## src/rtl/ws2812_pkg.sv

```systemverilog
// ---------------------------------------------------------------------------
// ws2812_pkg
// Shared types and defaults for the WS2812 chain driver.
//   state_e       : frame FSM states (IDLE, HIGH, LOW, LATCH)
//   DEF_*         : default timing constants for a 48 MHz clock
//   scale_byte()  : brightness scaling of one colour byte
// ---------------------------------------------------------------------------
package ws2812_pkg;

  typedef enum logic [1:0] {
    IDLE  = 2'd0,
    HIGH  = 2'd1,
    LOW   = 2'd2,
    LATCH = 2'd3
  } state_e;

  localparam int DEF_NUM_LEDS  = 6;
  localparam int DEF_BIT_CYC   = 60;     // 1.25 us
  localparam int DEF_T0H_CYC   = 19;
  localparam int DEF_T1H_CYC   = 38;
  localparam int DEF_RESET_CYC = 14400;  // 300 us

  // (c * (b + 1)) >> 8 : b = 255 is identity, b = 0 blanks the byte.
  function automatic logic [7:0] scale_byte(input logic [7:0] c, input logic [7:0] b);
    logic [15:0] prod;
    prod = {8'h00, c} * ({8'h00, b} + 16'd1);
    return prod[15:8];
  endfunction

endpackage

```

## src/rtl/ws2812_chain_driver_bit_timer.sv

```systemverilog
// ---------------------------------------------------------------------------
// ws2812_bit_timer
// Produces the waveform of one serial bit: high for T1H_CYC/T0H_CYC cycles
// depending on bit_i, then low until BIT_CYC cycles have elapsed.
// Ports:
//   clk, rst      : clock, synchronous active-low reset
//   go_i          : start a bit at this edge (line goes high from this edge)
//   bit_i         : value of the bit in flight (held stable by the caller)
//   line_o        : registered serial output
//   high_end_o    : last cycle of the high phase
//   bit_done_o    : last cycle of the bit period
// ---------------------------------------------------------------------------
module ws2812_bit_timer #(
  parameter int BIT_CYC = 60,
  parameter int T0H_CYC = 19,
  parameter int T1H_CYC = 38,
  parameter int CW      = 6
) (
  input  logic clk,
  input  logic rst,
  input  logic go_i,
  input  logic bit_i,
  output logic line_o,
  output logic high_end_o,
  output logic bit_done_o
);

  logic [CW-1:0] cnt_q, cnt_d;
  logic          active_q, active_d;
  logic          line_q, line_d;
  logic [CW-1:0] high_len;
  logic [CW-1:0] cnt_inc;

  assign high_len = bit_i ? CW'(T1H_CYC) : CW'(T0H_CYC);
  assign cnt_inc  = cnt_q + CW'(1);

  assign line_o     = line_q;
  assign bit_done_o = active_q && (cnt_q == CW'(BIT_CYC - 1));
  assign high_end_o = active_q && line_q && (cnt_q == high_len - CW'(1));

  always_comb begin
    cnt_d    = cnt_q;
    active_d = active_q;
    line_d   = line_q;
    if (go_i) begin
      // go may coincide with bit_done: a new bit restarts back to back.
      cnt_d    = '0;
      active_d = 1'b1;
      line_d   = 1'b1;
    end else if (active_q) begin
      if (cnt_q == CW'(BIT_CYC - 1)) begin
        cnt_d    = '0;
        active_d = 1'b0;
        line_d   = 1'b0;
      end else begin
        cnt_d  = cnt_inc;
        line_d = (cnt_inc < high_len);
      end
    end
  end

  always_ff @(posedge clk) begin
    if (!rst) begin
      cnt_q    <= '0;
      active_q <= 1'b0;
      line_q   <= 1'b0;
    end else begin
      cnt_q    <= cnt_d;
      active_q <= active_d;
      line_q   <= line_d;
    end
  end

endmodule

```

## src/rtl/ws2812_chain_driver.sv

```systemverilog
// ---------------------------------------------------------------------------
// ws2812_chain_driver
// Serialises NUM_LEDS 24-bit colour words (LED0 first, MSB first) onto one
// WS2812-style data line, followed by a low latch gap.
// Ports:
//   clk, rst      : clock, synchronous active-low reset
//   color_string  : frame, LED0 in the top 24 bits
//   brightness    : global scale, 255 = unscaled
//   start         : request one frame (only honoured in IDLE)
//   auto_refresh  : start frames back to back without start
//   to_light      : registered serial data
//   busy          : accepted start .. end of latch gap
//   done          : one-cycle pulse at end of latch gap
// ---------------------------------------------------------------------------
module ws2812_chain_driver
  import ws2812_pkg::*;
#(
  parameter int NUM_LEDS  = DEF_NUM_LEDS,
  parameter int BIT_CYC   = DEF_BIT_CYC,
  parameter int T0H_CYC   = DEF_T0H_CYC,
  parameter int T1H_CYC   = DEF_T1H_CYC,
  parameter int RESET_CYC = DEF_RESET_CYC
) (
  input  logic                  clk,
  input  logic                  rst,
  input  logic [24*NUM_LEDS-1:0] color_string,
  input  logic [7:0]            brightness,
  input  logic                  start,
  input  logic                  auto_refresh,
  output logic                  to_light,
  output logic                  busy,
  output logic                  done
);

  localparam int FW      = 24 * NUM_LEDS;
  localparam int MAX_CYC = (BIT_CYC > RESET_CYC) ? BIT_CYC : RESET_CYC;
  localparam int CW      = $clog2(MAX_CYC + 1);
  localparam int IW      = $clog2(FW);

  state_e        state_q, state_d;
  logic [FW-1:0] frame_q, frame_d;
  logic [IW-1:0] idx_q, idx_d;
  logic [CW-1:0] latch_q, latch_d;
  logic          busy_q, busy_d;
  logic          done_q, done_d;
  logic          go;
  logic          high_end;
  logic          bit_done;
  logic [FW-1:0] scaled;

  // Scale every byte of the incoming frame; only captured at frame latch.
  genvar gi;
  generate
    for (gi = 0; gi < 3 * NUM_LEDS; gi++) begin : g_scale
      assign scaled[8*gi +: 8] = scale_byte(color_string[8*gi +: 8], brightness);
    end
  endgenerate

  // The bit in flight always sits at the top of the shift register.
  ws2812_bit_timer #(
    .BIT_CYC (BIT_CYC),
    .T0H_CYC (T0H_CYC),
    .T1H_CYC (T1H_CYC),
    .CW      (CW)
  ) u_bit_timer (
    .clk        (clk),
    .rst        (rst),
    .go_i       (go),
    .bit_i      (frame_q[FW-1]),
    .line_o     (to_light),
    .high_end_o (high_end),
    .bit_done_o (bit_done)
  );

  always_comb begin
    state_d = state_q;
    frame_d = frame_q;
    idx_d   = idx_q;
    latch_d = latch_q;
    busy_d  = busy_q;
    done_d  = 1'b0;
    go      = 1'b0;
    unique case (state_q)
      IDLE: begin
        if (start || auto_refresh) begin
          state_d = HIGH;
          frame_d = scaled;
          idx_d   = '0;
          busy_d  = 1'b1;
          go      = 1'b1;
        end
      end
      HIGH: begin
        if (high_end) state_d = LOW;
      end
      LOW: begin
        if (bit_done) begin
          if (idx_q == IW'(FW - 1)) begin
            state_d = LATCH;
            latch_d = '0;
          end else begin
            state_d = HIGH;
            idx_d   = idx_q + IW'(1);
            frame_d = {frame_q[FW-2:0], 1'b0};
            go      = 1'b1;
          end
        end
      end
      LATCH: begin
        if (latch_q == CW'(RESET_CYC - 1)) begin
          state_d = IDLE;
          latch_d = '0;
          busy_d  = 1'b0;
          done_d  = 1'b1;
        end else begin
          latch_d = latch_q + CW'(1);
        end
      end
      default: state_d = IDLE;
    endcase
  end

  always_ff @(posedge clk) begin
    if (!rst) begin
      state_q <= IDLE;
      frame_q <= '0;
      idx_q   <= '0;
      latch_q <= '0;
      busy_q  <= 1'b0;
      done_q  <= 1'b0;
    end else begin
      state_q <= state_d;
      frame_q <= frame_d;
      idx_q   <= idx_d;
      latch_q <= latch_d;
      busy_q  <= busy_d;
      done_q  <= done_d;
    end
  end

  assign busy = busy_q;
  assign done = done_q;

endmodule

```

## config.mk

```make
export PLATFORM = sky130hd
export DESIGN_NAME = ws2812_chain_driver
export DESIGN_NICKNAME = d
export VERILOG_FILES = /design/src/rtl/ws2812_pkg.sv /design/src/rtl/ws2812_chain_driver_bit_timer.sv /design/src/rtl/ws2812_chain_driver.sv
export SDC_FILE = /design/constraint.sdc
export NUM_CORES = 2
export LEC_CHECK = 0
export BUFFER_PORTS_ARGS = -buffer_cell sky130_fd_sc_hd__clkbuf_2
export CORE_MARGIN = 1.5
export CORE_UTILIZATION = 40
export CTS_CLUSTER_DIAMETER = 200
export CTS_CLUSTER_SIZE = 30
export DETAILED_ROUTE_END_ITERATION = 12
export PLACE_DENSITY = 0.54
export SYNTH_ARGS = -nofsm -noshare
export SYNTH_HDL_FRONTEND = slang
export SYNTH_SLANG_ARGS = --single-unit
```

## constraint.sdc

```tcl
create_clock -name clk -period 6.8 [get_ports clk]
set_input_delay 1.02 -clock clk [delete_from_list [all_inputs] [get_ports clk]]
set_output_delay 1.02 -clock clk [all_outputs]
set_load 0.005 [all_outputs]
```

# Yosys cells after proc, flatten, opt, wreduce, memory -nomap -nowiden
# Cells that the tools add are included.
[word_totals] out_inout_bits=3 register_bits=186 wordCells=96
[classes] order_cmp=1 muxes=34 eq_ne=13 addsub=5 n_reduce_logical=15 multipliers=18 n_bitwise=1
[op_table] operator="2-to-1 mux 144 bit" count=3
[op_table] operator="one-hot mux 144 bit (2 select lines)" count=1
[op_table] operator="multiplier 8 x 16 -> 16 bit" count=17
[op_table] operator="2-to-1 mux 14 bit" count=4
[op_table] operator="adder 14 x 1 -> 14 bit (second input constant)" count=2
[op_table] operator="one-hot mux 14 bit (2 select lines)" count=1
[op_table] operator="2-to-1 mux 8 bit" count=3
[op_table] operator="multiplier 8 x 9 -> 16 bit" count=1
[op_table] operator="one-hot mux 8 bit (2 select lines)" count=1
[op_table] operator="== test 14 bit" count=1
[op_table] operator="== test 14 bit (second input constant)" count=1
[op_table] operator="== test 14 x 6 -> 1 bit (second input constant)" count=1
[op_table] operator="< comparator 14 bit" count=1
[op_table] operator="subtractor 14 x 1 -> 14 bit (second input constant)" count=1
[op_table] operator="2-to-1 mux 1 bit" count=12
[op_table] operator="!= test 2 bit (second input constant)" count=6
[op_table] operator="2-to-1 mux 2 bit" count=5
[op_table] operator="adder 8 x 1 -> 9 bit (second input constant)" count=1
[op_table] operator="adder 8 x 1 -> 8 bit (second input constant)" count=1
[op_table] operator="== test 8 bit (second input constant)" count=1
[op_table] operator="one-hot mux 2 bit (4 select lines)" count=1
[op_table] operator="AND reduction 4 bit" count=2
[op_table] operator="nonzero test 2 bit" count=4
[op_table] operator="2-to-1 mux 6 bit" count=1
[op_table] operator="other kinds (10)" count=15

# Depth between registers and ports, before layout
[depth] ltp_word=6 depth_mapped=22

# Cells and area by module
# Synthesis repeated with hierarchy kept, for this count alone.
[hier_totals] hier_cells=5294 area_unflattened_um2=45827.7
[by_module_without_submodules] mod="ws2812_chain_driver" instances=1 cells_each=5151 area_per_inst_um2=44682.9
[by_module_without_submodules] mod="ws2812_bit_timer" instances=1 cells_each=143 area_per_inst_um2=1144.8

# Worst setup path before layout
# No wires, ideal clock.
[synth_path] kind="input to register" start="input port brightness[0]" end="register frame_q[127]" path_stages=22 arrival_time_ps=6190 setup_ps=59 n_path_buf=3 setup_slack_ps=551 path_cell_list="ha_1 inv_1 or2_2 clkbuf_1 xnor2_1 buf_2 clkbuf_1 and2_1 fa_1 fa_1 fa_1 inv_1 fa_1 inv_1 ha_1 a21oi_1 a21boi_0 a211o_1 a211oi_1 o221ai_1 a31oi_1 a22o_1"
[synth_between] elab_chain_len=4
[synth_rtl] item="from (decl)" line="ws2812_chain_driver.sv:27" source="input logic [7:0] brightness,"
[synth_rtl] item="adder 8 x 1 -> 9 bit" line="ws2812_pkg.sv:26" source="prod = {8'h00, c} * ({8'h00, b} + 16'd1);"
[synth_rtl] item="multiplier 8 x 16 -> 16 bit" line="ws2812_pkg.sv:26"
[synth_rtl] item="2-to-1 mux 144 bit" line="ws2812_chain_driver.sv:85" source="if (start || auto_refresh) begin"
[synth_rtl] item="one-hot mux 144 bit (2 select lines)" line="ws2812_chain_driver.sv:83" source="unique case (state_q)"
[synth_rtl] item="to (signal assigned)" line="ws2812_chain_driver.sv:133" source="frame_q <= frame_d;"
[synth_rtl] item="to (decl)" line="ws2812_chain_driver.sv:41" source="logic [FW-1:0] frame_q, frame_d;"
# No other way between the ends. The select of a mux whose other input is x is not followed.
# A chain may end at the register's enable or synchronous reset.

# Final worst setup path
# Ends and elaborated chain as after synthesis.

==> impl_results.md <==
- Residual DRC: 0
- Worst Setup Start Kind: input port
- Worst slack at placement: 0.271 ns
- Commonest non-fill, non-tap cell in the layout: inv_1
- Net Count, Synth: 6,897
- Die Width: 344 um
- Post-route clock period utilization: 89.1%
- GRT Residual Overflow: 0
- Power, Total: 12.8 mW
- Worst setup EP type: flip-flop
- Register clock-pin slew on the reported worst setup and hold paths: 0.07 ns
- #FFs+latches synth: 186
- Most frequent cells in the layout: 940 x inv_1, 883 x and2_1, 720 x fa_1, 583 x ha_1, 494 x nand2_1
- Setup Crit Path Kind: in2reg
- NumNets Final: 6,938
- Fmax: 165 MHz
- Pwr/cell area: 255 nW/um^2
- Worst Max-Slew Pin Slew: 1.14 ns
- Gate Count Post-Synth: 5,437
- Vias: 36,100
- Largest delay share family, worst path: adder cells
- Maximum vdd ir drop: 0.185 mV
- # hold bufs at CTS: 0
- R2R Setup Slk: 2.87 ns
- Cell variety after synth: 84
- Sum Neg Setup Slack: 0 ns
- Initial Utilization: 40.2%
- Synth Area per Inst: 8.57 um^2
- Synth warn: 0
- Final GP Congestion: 0.824
- CP peak stage delay: 0.50 ns
- First-pass GRT wire length: 202 mm
- Worst path cell trace: buf_4, ha_4, inv_1, or2_2, xnor2_2, buf_12, and2_1, fa_1, fa_1, fa_1, inv_1, fa_1, inv_1, ha_1, a21oi_1, a21boi_0, a211o_1, a211oi_1, o221ai_1, a31oi_1, a22o_1
- Ports: 159
- Total CTS buffers: 17
- Avg Vias per Cell: 5.14
- Chip Height: 344 um
- Area growth syn-to-layout: 7.52%
- Min Clock Period, post-route: 6.06 ns
- Vias in the first global route: 38,200
- DRT Pass-1 Iters: 8
- WL per Instance: 17.1 um
- Final WL: 120 mm
- DRT iter0 DRCs: 1,584
- CTS tree: done
- Core Area: 116,000 um^2
- Num rows: 125
- Worst Path Required: 7.20 ns
- Full die area: 119,000 um^2
- Mapped Area: 46,600 um^2
- Total track usage: 21.1%
- Most frequent CP cell: fa_1
- Largest net degree at the start of global routing: 89
- Primary FF master, synth: dfxtp_1
- Sinks on the clock net: 186
- Lkg Pwr: 24.9 nW
- Initial antenna violation count: 11
- Max layer used: met5
- Met3 WL post-DR: 3.32 mm
- Post-CTS sizing: 0
- CP bufs+invs: 5
- WL met2: 60.1 mm
- WP data arrival: 6.45 ns
- Max H-tree Level: 4
- Max Buffers Root-to-Sink: 2
- Worst path slowest cell: fa_1
- Final setup margin: 0.744 ns
- Status: finished clean
- Crit-path max FO: 27
- Slew HR: 24.1%
- Fraction of layout cells with a size suffix above 1: 6.19%
- Slew Limit Fails: 0
- Post-synthesis sequential area ratio: 7.99%
- Final Hold Fails: 0
- Post-CTS Repair Setup Buffers: 0
- Port bufs: 158
- Skew-Pair Late Insertion Delay: 0.46 ns
- Async S/R FF share, synth: 0%
- Number of synthesized flops with an enable pin: 0
- DP HPWL: 93.0 mm
- Setup violations, final: 0
- Met1 wire length: 55.2 mm
- RSZ-0062 raised after global routing: false
- Worst clock skew: 0.0203 ns
- Max Cap Viol: 0
- CTS root buf: clkbuf_16
- End-of-flow core utilization: 43.2%
- Hold Crit Class: reg2reg
- Antenna-violating nets left: 0
## cells in the mapped netlist, types with 64 or more instances
| library cell | n | area [um^2] |
|---|---|---|
| inv_1 | 941 | 3530 |
| and2_1 | 883 | 5520 |
| fa_1 | 720 | 14400 |
| ha_1 | 584 | 7310 |
| nand2_1 | 496 | 1860 |
| a21oi_1 | 205 | 1030 |
| dfxtp_1 | 186 | 3720 |
| clkbuf_1 | 178 | 668 |
| xnor2_1 | 145 | 1270 |
| o21ai_0 | 129 | 646 |
| nor2_1 | 127 | 477 |
| nor2b_1 | 107 | 669 |
| o221ai_1 | 70 | 613 |
| xor2_1 | 67 | 587 |
| nand3_1 | 64 | 320 |
## cells by family after synthesis
logic type	count (synthesis)	share of synthesized area [%]
xor gates and xnor gates	212	3.99
and+or+nand+nor	1880	21.9
DFF	186	7.99
buffers and inverters	1167	9.59
muxes	8	0.175
adders and majority gates	1304	46.6
AOI/OAI and AO/OA	680	9.77
## worst min-delay path, delay by kind of cell, from the launching register on
kind          cells  cell delay [ns]
flops             1             0.31
simple gates      2             0.09
## layer usage
layer,up-vias,GRT usage (%)
met1,18100,27.8
met5,-,0
li1,17300,-
met4,4,3.76
met2,491,37.8
met3,112,1.93
## sequential cells by signal, summed over array words and instances, names as in the netlist
name / flops
busy: 1
done: 1
frame_q: 144
idx_q: 8
latch_q: 14
state_q: 2
u_bit_timer.active_q: 1
u_bit_timer.cnt_q: 14
u_bit_timer.line_o: 1
## metrics by stage
| stage | cells | area, um^2 | hold WS, ns |
|---|---|---|---|
| 4_1_cts | 7015 | 50100 | 0.437 |
| 3_5_place_dp | 6983 | 49500 | 0.424 |
| 6_report | 7022 | 50100 | 0.432 |
| 5_1_grt | 7020 | 50100 | 0.455 |
| 3_3_place_gp | 6983 | 49500 | 0.418 |
| 2_1_floorplan | 5437 | 46600 | 0.407 |
## path summary, 6_finish.rpt
kind	end	cells after the start	start
setup / recovery	frame_q[127]	21	brightness[0]
hold reg to reg	frame_q[132]	2	frame_q[132]
setup reg to reg	frame_q[28]	9	u_bit_timer.active_q
hold / removal	frame_q[132]	2	frame_q[132]
## area by class of cell
cell class	instances	area, um^2
timing repair buffer	247	1760
sequential	186	3720
multi-input combinational	4084	38500
fill	11700	65800
inverter	942	3540
antenna	7	17.5
clock inverter	13	166
clock buffer	19	433
tap	1524	1910
## power by group
part	switching, mW	internal, mW
combinational	5.82	4.31
sequential	0.162	1.40
clock	0.490	0.585
total	6.47	6.29
Note: power is estimated with default switching activity, not from simulation.
